--- config.mk ---
export PLATFORM = sky130hd
export DESIGN_NAME = mmio_fifo_afu
export DESIGN_NICKNAME = d
export VERILOG_FILES = /design/src/rtl/mmio_fifo_pkg.sv /design/src/rtl/mmio_fifo_buf.sv /design/src/rtl/mmio_fifo_afu.sv
export SDC_FILE = /design/constraint.sdc
export NUM_CORES = 1
export LEC_CHECK = 0
export CORE_AREA = 2 2 502 504
export CTS_BUF_LIST = sky130_fd_sc_hd__clkbuf_16
export CTS_CLUSTER_DIAMETER = 60
export DETAILED_ROUTE_END_ITERATION = 10
export DIE_AREA = 0 0 504 506
export PLACE_DENSITY = 0.3
export SLEW_MARGIN = 20
export SYNTH_ARGS = -nofsm -noshare
export SYNTH_HDL_FRONTEND = slang
export SYNTH_SLANG_ARGS = --single-unit
export TNS_END_PERCENT = 20
--- constraint.sdc ---
create_clock -name clk -period 13.1 [get_ports clk]
set_input_delay 1.31 -clock clk [delete_from_list [all_inputs] [get_ports clk]]
set_output_delay 1.31 -clock clk [all_outputs]
set_load 0.005 [all_outputs]
--- src/rtl/mmio_fifo_pkg.sv ---
// Shared types and register map for the MMIO FIFO AFU: minimal CCI-P channel
// structs, register offsets, STATUS/ERR/CTRL bit positions and AFU identity.
package mmio_fifo_pkg;

    localparam int unsigned CCIP_DATA_W = 512;
    localparam int unsigned MMIO_DATA_W = 64;
    localparam int unsigned TID_W       = 9;
    localparam int unsigned MMIO_ADDR_W = 16;

    typedef logic [TID_W-1:0]       t_ccip_tid;
    typedef logic [MMIO_ADDR_W-1:0] t_ccip_mmioAddr;
    typedef logic [73:0]            t_ccip_c0_ReqMemHdr;
    typedef logic [79:0]            t_ccip_c1_ReqMemHdr;

    typedef struct packed {
        t_ccip_mmioAddr address;
        logic [1:0]     length;
        logic           rsvd;
        t_ccip_tid      tid;
    } t_ccip_c0_ReqMmioHdr;

    typedef struct packed {
        logic [1:0]  vc_used;
        logic        rsvd1;
        logic        hit_miss;
        logic [1:0]  rsvd0;
        logic [1:0]  cl_num;
        logic [3:0]  resp_type;
        logic [15:0] mdata;
    } t_ccip_c0_RspMemHdr;

    typedef struct packed {
        t_ccip_c0_RspMemHdr     hdr;
        logic [CCIP_DATA_W-1:0] data;
        logic                   rspValid;
        logic                   mmioRdValid;
        logic                   mmioWrValid;
    } t_if_ccip_c0_Rx;

    typedef struct packed {
        logic           c0TxAlmFull;
        logic           c1TxAlmFull;
        t_if_ccip_c0_Rx c0;
    } t_if_ccip_Rx;

    typedef struct packed {
        t_ccip_c0_ReqMemHdr hdr;
        logic               valid;
    } t_if_ccip_c0_Tx;

    typedef struct packed {
        t_ccip_c1_ReqMemHdr     hdr;
        logic [CCIP_DATA_W-1:0] data;
        logic                   valid;
    } t_if_ccip_c1_Tx;

    typedef struct packed {
        t_ccip_tid tid;
    } t_ccip_c2_RspMmioHdr;

    typedef struct packed {
        t_ccip_c2_RspMmioHdr    hdr;
        logic                   mmioRdValid;
        logic [MMIO_DATA_W-1:0] data;
    } t_if_ccip_c2_Tx;

    typedef struct packed {
        t_if_ccip_c0_Tx c0;
        t_if_ccip_c1_Tx c1;
        t_if_ccip_c2_Tx c2;
    } t_if_ccip_Tx;

    // Register offsets in CCI-P MMIO (32-bit word) address units
    localparam t_ccip_mmioAddr ADDR_DFH      = 16'h0000;
    localparam t_ccip_mmioAddr ADDR_AFU_ID_L = 16'h0002;
    localparam t_ccip_mmioAddr ADDR_AFU_ID_H = 16'h0004;
    localparam t_ccip_mmioAddr ADDR_DFH_RSV0 = 16'h0006;
    localparam t_ccip_mmioAddr ADDR_DFH_RSV1 = 16'h0008;
    localparam t_ccip_mmioAddr ADDR_DATA     = 16'h0020;
    localparam t_ccip_mmioAddr ADDR_STATUS   = 16'h0022;
    localparam t_ccip_mmioAddr ADDR_ERR      = 16'h0024;
    localparam t_ccip_mmioAddr ADDR_CTRL     = 16'h0026;

    localparam int unsigned STATUS_EMPTY_BIT = 0;
    localparam int unsigned STATUS_FULL_BIT  = 1;
    localparam int unsigned STATUS_CNT_LSB   = 8;
    localparam int unsigned STATUS_CNT_W     = 8;
    localparam int unsigned ERR_OVF_LSB      = 0;
    localparam int unsigned ERR_UNF_LSB      = 32;
    localparam int unsigned CTRL_FLUSH_BIT   = 0;
    localparam int unsigned CTRL_CLR_BIT     = 1;

    // DFH: feature type AFU in [63:60], end-of-list in [40]
    localparam logic [63:0]  DFH_AFU = {4'b0001, 19'd0, 1'b1, 40'd0};
    localparam logic [127:0] AFU_ID  = 128'h9F3C_2A71_5D48_4E0B_B6C1_0E27_4A93_D015;

endpackage

--- src/rtl/mmio_fifo_buf.sv ---
// FIFO storage with wrapping pointers and a separate occupancy count.
// Head entry is presented combinationally so the caller can register it.
module mmio_fifo_buf #(
    parameter int unsigned DEPTH  = 8,
    parameter int unsigned DATA_W = 64
) (
    input  logic                   clk,
    input  logic                   rst,
    input  logic                   flush,
    input  logic                   push,
    input  logic                   pop,
    input  logic [DATA_W-1:0]      din,
    output logic [DATA_W-1:0]      dout,
    output logic [$clog2(DEPTH):0] count,
    output logic                   full,
    output logic                   empty
);
    localparam int unsigned PTR_W = $clog2(DEPTH);
    localparam int unsigned CNT_W = PTR_W + 1;

    logic [DATA_W-1:0] r_mem [DEPTH];
    logic [PTR_W-1:0]  r_wr_ptr;
    logic [PTR_W-1:0]  r_rd_ptr;
    logic [CNT_W-1:0]  r_count;
    logic              w_do_push;
    logic              w_do_pop;

    assign full  = (r_count == CNT_W'(DEPTH));
    assign empty = (r_count == '0);

    // A push into a full FIFO still lands when the head leaves in the same cycle
    assign w_do_push = push && !flush && !rst && (!full || pop);
    assign w_do_pop  = pop  && !flush && !empty;

    always_ff @(posedge clk) begin
        if (w_do_push) begin
            r_mem[r_wr_ptr] <= din;
        end
    end

    always_ff @(posedge clk) begin
        if (rst || flush) begin
            r_wr_ptr <= '0;
            r_rd_ptr <= '0;
            r_count  <= '0;
        end else begin
            if (w_do_push) begin
                r_wr_ptr <= r_wr_ptr + PTR_W'(1);
            end
            if (w_do_pop) begin
                r_rd_ptr <= r_rd_ptr + PTR_W'(1);
            end
            r_count <= r_count + CNT_W'(w_do_push) - CNT_W'(w_do_pop);
        end
    end

    assign dout  = r_mem[r_rd_ptr];
    assign count = r_count;

endmodule

--- src/rtl/mmio_fifo_afu.sv ---
// CCI-P AFU exposing a FIFO over MMIO: DFH/ID registers, DATA push/pop,
// STATUS, saturating error counters and a CTRL flush/clear register.
module mmio_fifo_afu
    import mmio_fifo_pkg::*;
#(
    parameter int unsigned DEPTH  = 8,
    parameter int unsigned DATA_W = 64,
    parameter int unsigned CNT_W  = 16
) (
    input  logic        clk,
    input  logic        rst,
    input  t_if_ccip_Rx rx,
    output t_if_ccip_Tx tx
);
    localparam int unsigned FCNT_W = $clog2(DEPTH) + 1;

    t_ccip_c0_ReqMmioHdr w_hdr;
    logic                w_rd;
    logic                w_wr;
    logic                w_push;
    logic                w_pop;
    logic                w_flush;
    logic                w_clr;
    logic                w_ovf;
    logic                w_unf;
    logic                w_full;
    logic                w_empty;
    logic [DATA_W-1:0]   w_dout;
    logic [FCNT_W-1:0]   w_count;
    logic [63:0]         w_rd_data;
    logic [CNT_W-1:0]    r_ovf_cnt;
    logic [CNT_W-1:0]    r_unf_cnt;
    t_if_ccip_c2_Tx      r_c2;
    logic                w_unused;

    assign w_hdr   = t_ccip_c0_ReqMmioHdr'(rx.c0.hdr);
    assign w_rd    = rx.c0.mmioRdValid;
    assign w_wr    = rx.c0.mmioWrValid;
    assign w_push  = w_wr && (w_hdr.address == ADDR_DATA);
    assign w_pop   = w_rd && (w_hdr.address == ADDR_DATA);
    assign w_flush = w_wr && (w_hdr.address == ADDR_CTRL) && rx.c0.data[CTRL_FLUSH_BIT];
    assign w_clr   = w_wr && (w_hdr.address == ADDR_CTRL) && rx.c0.data[CTRL_CLR_BIT];
    // A simultaneous pop frees the slot, so only a lone push into full overflows
    assign w_ovf   = w_push && w_full && !w_pop && !w_flush;
    assign w_unf   = w_pop && w_empty && !w_flush;

    assign w_unused = ^{rx.c0TxAlmFull, rx.c1TxAlmFull, rx.c0.rspValid,
                        w_hdr.length, w_hdr.rsvd, rx.c0.data};

    mmio_fifo_buf #(
        .DEPTH  (DEPTH),
        .DATA_W (DATA_W)
    ) u_buf (
        .clk   (clk),
        .rst   (rst),
        .flush (w_flush),
        .push  (w_push),
        .pop   (w_pop),
        .din   (rx.c0.data[DATA_W-1:0]),
        .dout  (w_dout),
        .count (w_count),
        .full  (w_full),
        .empty (w_empty)
    );

    // Read mux: every field reflects state before this cycle's update
    always_comb begin
        w_rd_data = '0;
        case (w_hdr.address)
            ADDR_DFH:      w_rd_data = DFH_AFU;
            ADDR_AFU_ID_L: w_rd_data = AFU_ID[63:0];
            ADDR_AFU_ID_H: w_rd_data = AFU_ID[127:64];
            ADDR_DATA:     w_rd_data = w_empty ? 64'd0 : 64'(w_dout);
            ADDR_STATUS: begin
                w_rd_data[STATUS_EMPTY_BIT] = w_empty;
                w_rd_data[STATUS_FULL_BIT]  = w_full;
                w_rd_data[STATUS_CNT_LSB +: STATUS_CNT_W] = STATUS_CNT_W'(w_count);
            end
            ADDR_ERR: begin
                w_rd_data[ERR_OVF_LSB +: CNT_W] = r_ovf_cnt;
                w_rd_data[ERR_UNF_LSB +: CNT_W] = r_unf_cnt;
            end
            default: w_rd_data = '0;
        endcase
    end

    // Saturating error counters
    always_ff @(posedge clk) begin
        if (rst || w_clr) begin
            r_ovf_cnt <= '0;
            r_unf_cnt <= '0;
        end else begin
            if (w_ovf && (r_ovf_cnt != '1)) begin
                r_ovf_cnt <= r_ovf_cnt + CNT_W'(1);
            end
            if (w_unf && (r_unf_cnt != '1)) begin
                r_unf_cnt <= r_unf_cnt + CNT_W'(1);
            end
        end
    end

    always_ff @(posedge clk) begin
        if (rst) begin
            r_c2 <= '0;
        end else begin
            r_c2.mmioRdValid <= w_rd;
            r_c2.hdr.tid     <= w_hdr.tid;
            r_c2.data        <= w_rd_data;
        end
    end

    always_comb begin
        tx    = '0;
        tx.c2 = r_c2;
    end

endmodule

==> reports/metrics.csv <==
stage,metric,value,unit
yosys,Synthesis Warnings,0,
worst_setup_path,worst path cell trace,clkdlybuf4s50_1 > and2_1 > and3_1 > a41o_1 > or4_1 > nor4bb_4 > buf_4,
timing,"Period Utilization, post-route",0.397,
final_layout,Filler cells,27800,
global_route,grt met1 use,0.0836,
worst_setup_path,crit start category,input pin,
worst_setup_path,"Data required, critical path",13.38,ns
yosys,Synth Register Bits,631,
yosys,post-synth top area share,0.527,
global_route,grt peak-use layer,met2,
clocking,TritonCTS Sinks,631,
final_layout,Nets,2750,
worst_setup_path,Crit Reg-Reg Endpoint,u_buf.r_mem[5][4]$_DFFE_PP_,
final_layout,Reg area,0.0178,mm²
clocking,CTS Buf Count,83,
yosys,Commonest cells post-synth,"668 x buf_4, 512 x edfxtp_1, 128 x mux4_2",
worst_setup_path,Top delay family on crit path,simple AND/OR/NAND/NOR gates,
detailed_routing,routed wire length per instance,15.8,µm
worst_setup_path,Crit path largest cell delay,0.87,ns
final_layout,multi-input logic area,0.00864,mm²
detailed_routing,Total Wirelength,88.9,mm
status,outcome,"complete, no violations",
worst_setup_path,slowest cell on the critical path,nor4bb_4,
yosys,Synth Instances,1982,
detailed_routing,via count,14700,
yosys,Mapped Area,0.0292,mm²
place,GP Congestion,0.685,
clocking,postcts setup bufs,0,
clocking,maximum clock insertion buffer count,3,
worst_setup_path,critical path depth in cells,7,
detailed_routing,drt first-iter violations,736,
worst_setup_path,r2r setup slk,9.24,ns
floorplanning,row count,184,
timing,worst-margin pin slew,1.03,ns
timing,"Setup violations, final",0,
timing,"Hold Vio Cnt, Final",0,
place,Post-DP HPWL,57.9,mm
global_route,pin count of the biggest net entering global routing,59,
final_layout,Finished Cell Area,0.0353,mm²
worst_setup_path,Setup crit end kind,register,
global_route,overall routing resource usage,0.0669,
yosys,Synth area leader,edfxtp_1,
timing,final clock skew,0.0390,ns
flow_run,Max-cap violations,0,
place,post-placement cell area,0.0326,mm²
yosys,Avg Inst Size Synth,14.7,µm²
floorplanning,DIE AREA,0.255,mm²
global_route,first-pass GRT wire length,119,mm
final_layout,share of layout cells above drive strength 1,0.150,
floorplanning,Initial Utilization,0.117,
global_route,M2 GR Usage,0.109,
clocking,H-tree depth,3,
detailed_routing,vias per cell,2.62,
timing,setup tns final,0,ns
min_path,worst min-delay path category,reg -> reg,
worst_setup_path,CP Class,in -> reg,
worst_setup_path,buffers and inverters on the worst path,2,
min_path,hold path start,u_buf.r_rd_ptr[2]$_SDFFE_PP0P_,
final_layout,Layout area overhead,21.1,%
worst_setup_path,WP data arrival,5.48,ns
yosys,largest cells by area after synthesis,"edfxtp_1 53%, buf_4 17%, mux4_2 9.9%",
global_route,vias in the first global route,14100,
global_route,GRT overflow,0,
clocking,Root Driver,clkbuf_16,
floorplanning,Die Wd,504,µm
floorplanning,io pins,1289,
timing,Slew Limit Fails,0,
yosys,"EDFF count, synth",512,
worst_setup_path,FF-to-FF path depth,7,
worst_setup_path,FF-to-FF Start,u_buf.count[2]$_SDFF_PP0_,
yosys,register area share after synthesis,0.609,
yosys,Main synth FF type,edfxtp_1,
yosys,most frequent cell after synthesis,buf_4,
floorplanning,Die H,506,µm
timing,RSZ-0062 raised after global routing,no,
power_and_ir_drop,Power Density,129,mW/mm²
clocking,cts hold-fix bufs,0,
timing,Worst slew margin,0.310,
clocking,"Clk Latency, worst-skew pair",0.68,ns
power_and_ir_drop,leakage power,0.0114,µW
clocking,CTS tree,built,
detailed_routing,DRT antenna net count,0,
worst_setup_path,Worst Path Max Fanout,37,
floorplanning,total core area,0.250,mm²
place,Port Buffers,166,
clocking,Clock transition at path regs,0.05,ns
clocking,post-CTS sizing,0,
timing,Max Freq,192,MHz
detailed_routing,Pre-Repair DR Iteration Count,5,
timing,Final Critical Period,5.20,ns
global_route,initial antenna violation count,34,
detailed_routing,DRC Markers,0,
yosys,Post-synth ARST share,0,
global_route,GR Layer Usage met3,0.0215,
min_path,hold-critical path depth,2,
power_and_ir_drop,maximum VDD drop,88.6,µV
yosys,Cell variety after synth,65,
-- through the flow --
step                      instances  setup WS (ns)  hold slack (ns)  power, µW   util
after detailed placement       5455           7.05            0.476       2330  0.130
after global routing           5610           7.67            0.517       4750  0.141
after global placement         5455           7.03            0.469       2330  0.130
after CTS                      5610           7.76            0.492       4650  0.141
final                          5613           7.90            0.492       4560  0.141
after floorplan                2649           3.14            0.455       2410      -
-- worst reg2reg max path, stage by stage (launching register included) --
cell and delay, ns:
dfxtp_1 0.34, inv_1 0.08, ha_1 0.22, nor4b_2 0.19, nand2b_1 0.18, or4_1 0.79
nor4bb_4 0.87, buf_4 0.77
-- layer usage --
metal	up-vias	routed length [µm]
li1	6401	-
met1	7459	37800
met2	681	42000
met3	140	6640
met4	34	2160
met5	-	226
-- registers in the layout, indices dropped and copies added (netlist names), named ones only --
signal	count
u_buf.r_mem	512
u_buf.count	4
r_unf_cnt	16
tx	74
u_buf.r_wr_ptr	3
u_buf.r_rd_ptr	3
r_ovf_cnt	16
-- layout by cell type (no fill, tap or decap), types with 6 or more instances in the layout --
master,n
dfxtp_1,116
o21a_1,9
nor2_1,78
inv_1,31
xnor2_1,6
bufinv_16,7
nand4_1,18
mux2i_1,41
and3_1,14
nand3_1,14
a21oi_1,38
nand2_1,21
clkinv_2,11
or4_1,8
buf_4,32
o21ai_1,11
nor3_1,9
clkdlybuf4s50_1,165
clkbuf_16,84
conb_1,668
a22oi_1,9
or3_1,22
nor2b_1,12
mux4_2,128
and2_1,10
edfxtp_1,512
clkinv_1,15
ha_1,10
a221oi_1,8
o21ai_0,22
mux2_2,27
-- cell type report --
cell class / count / area share
clock buffers: 84 / 0.0595
inverters: 17 / 0.00181
diodes: 3 / 0.000213
well taps: 3348 / 0.119
repair buffers: 198 / 0.0537
clock inverters: 71 / 0.0184
flip-flops and latches: 631 / 0.503
multi-input cells: 1261 / 0.245
-- cells by family after synthesis --
group	Yosys count	share of synthesized area
buf+inv	757	0.184
flops	631	0.609
simple gates	242	0.0451
mux	196	0.123
compound gates	133	0.0299
fa+ha+maj	12	0.00532
xor+xnor	10	0.00300
other cells	1	0.000129
-- how the worst max path moves through the flow --
stage | start | endpoint | slack [ns]
6_report | rx[528] | u_buf.r_mem[5][4]$_DFFE_PP_ | 7.90
5_1_grt | rx[528] | u_buf.r_mem[5][4]$_DFFE_PP_ | 7.67
4_1_cts | rx[528] | u_buf.r_mem[5][4]$_DFFE_PP_ | 7.76
3_5_place_dp | rx[528] | u_buf.r_mem[5][20]$_DFFE_PP_ | 7.05
3_3_place_gp | rx[528] | u_buf.r_mem[5][49]$_DFFE_PP_ | 7.03
2_1_floorplan | rx[528] | u_buf.r_mem[2][0]$_DFFE_PP_ | 3.14
-- power by group --
part	switching [µW]	internal, µW
clock network	946	1330
registers	0.419	2170
logic	90.4	30.6
total	1040	3520
No activity file was read; power rests on OpenSTA's default activity.
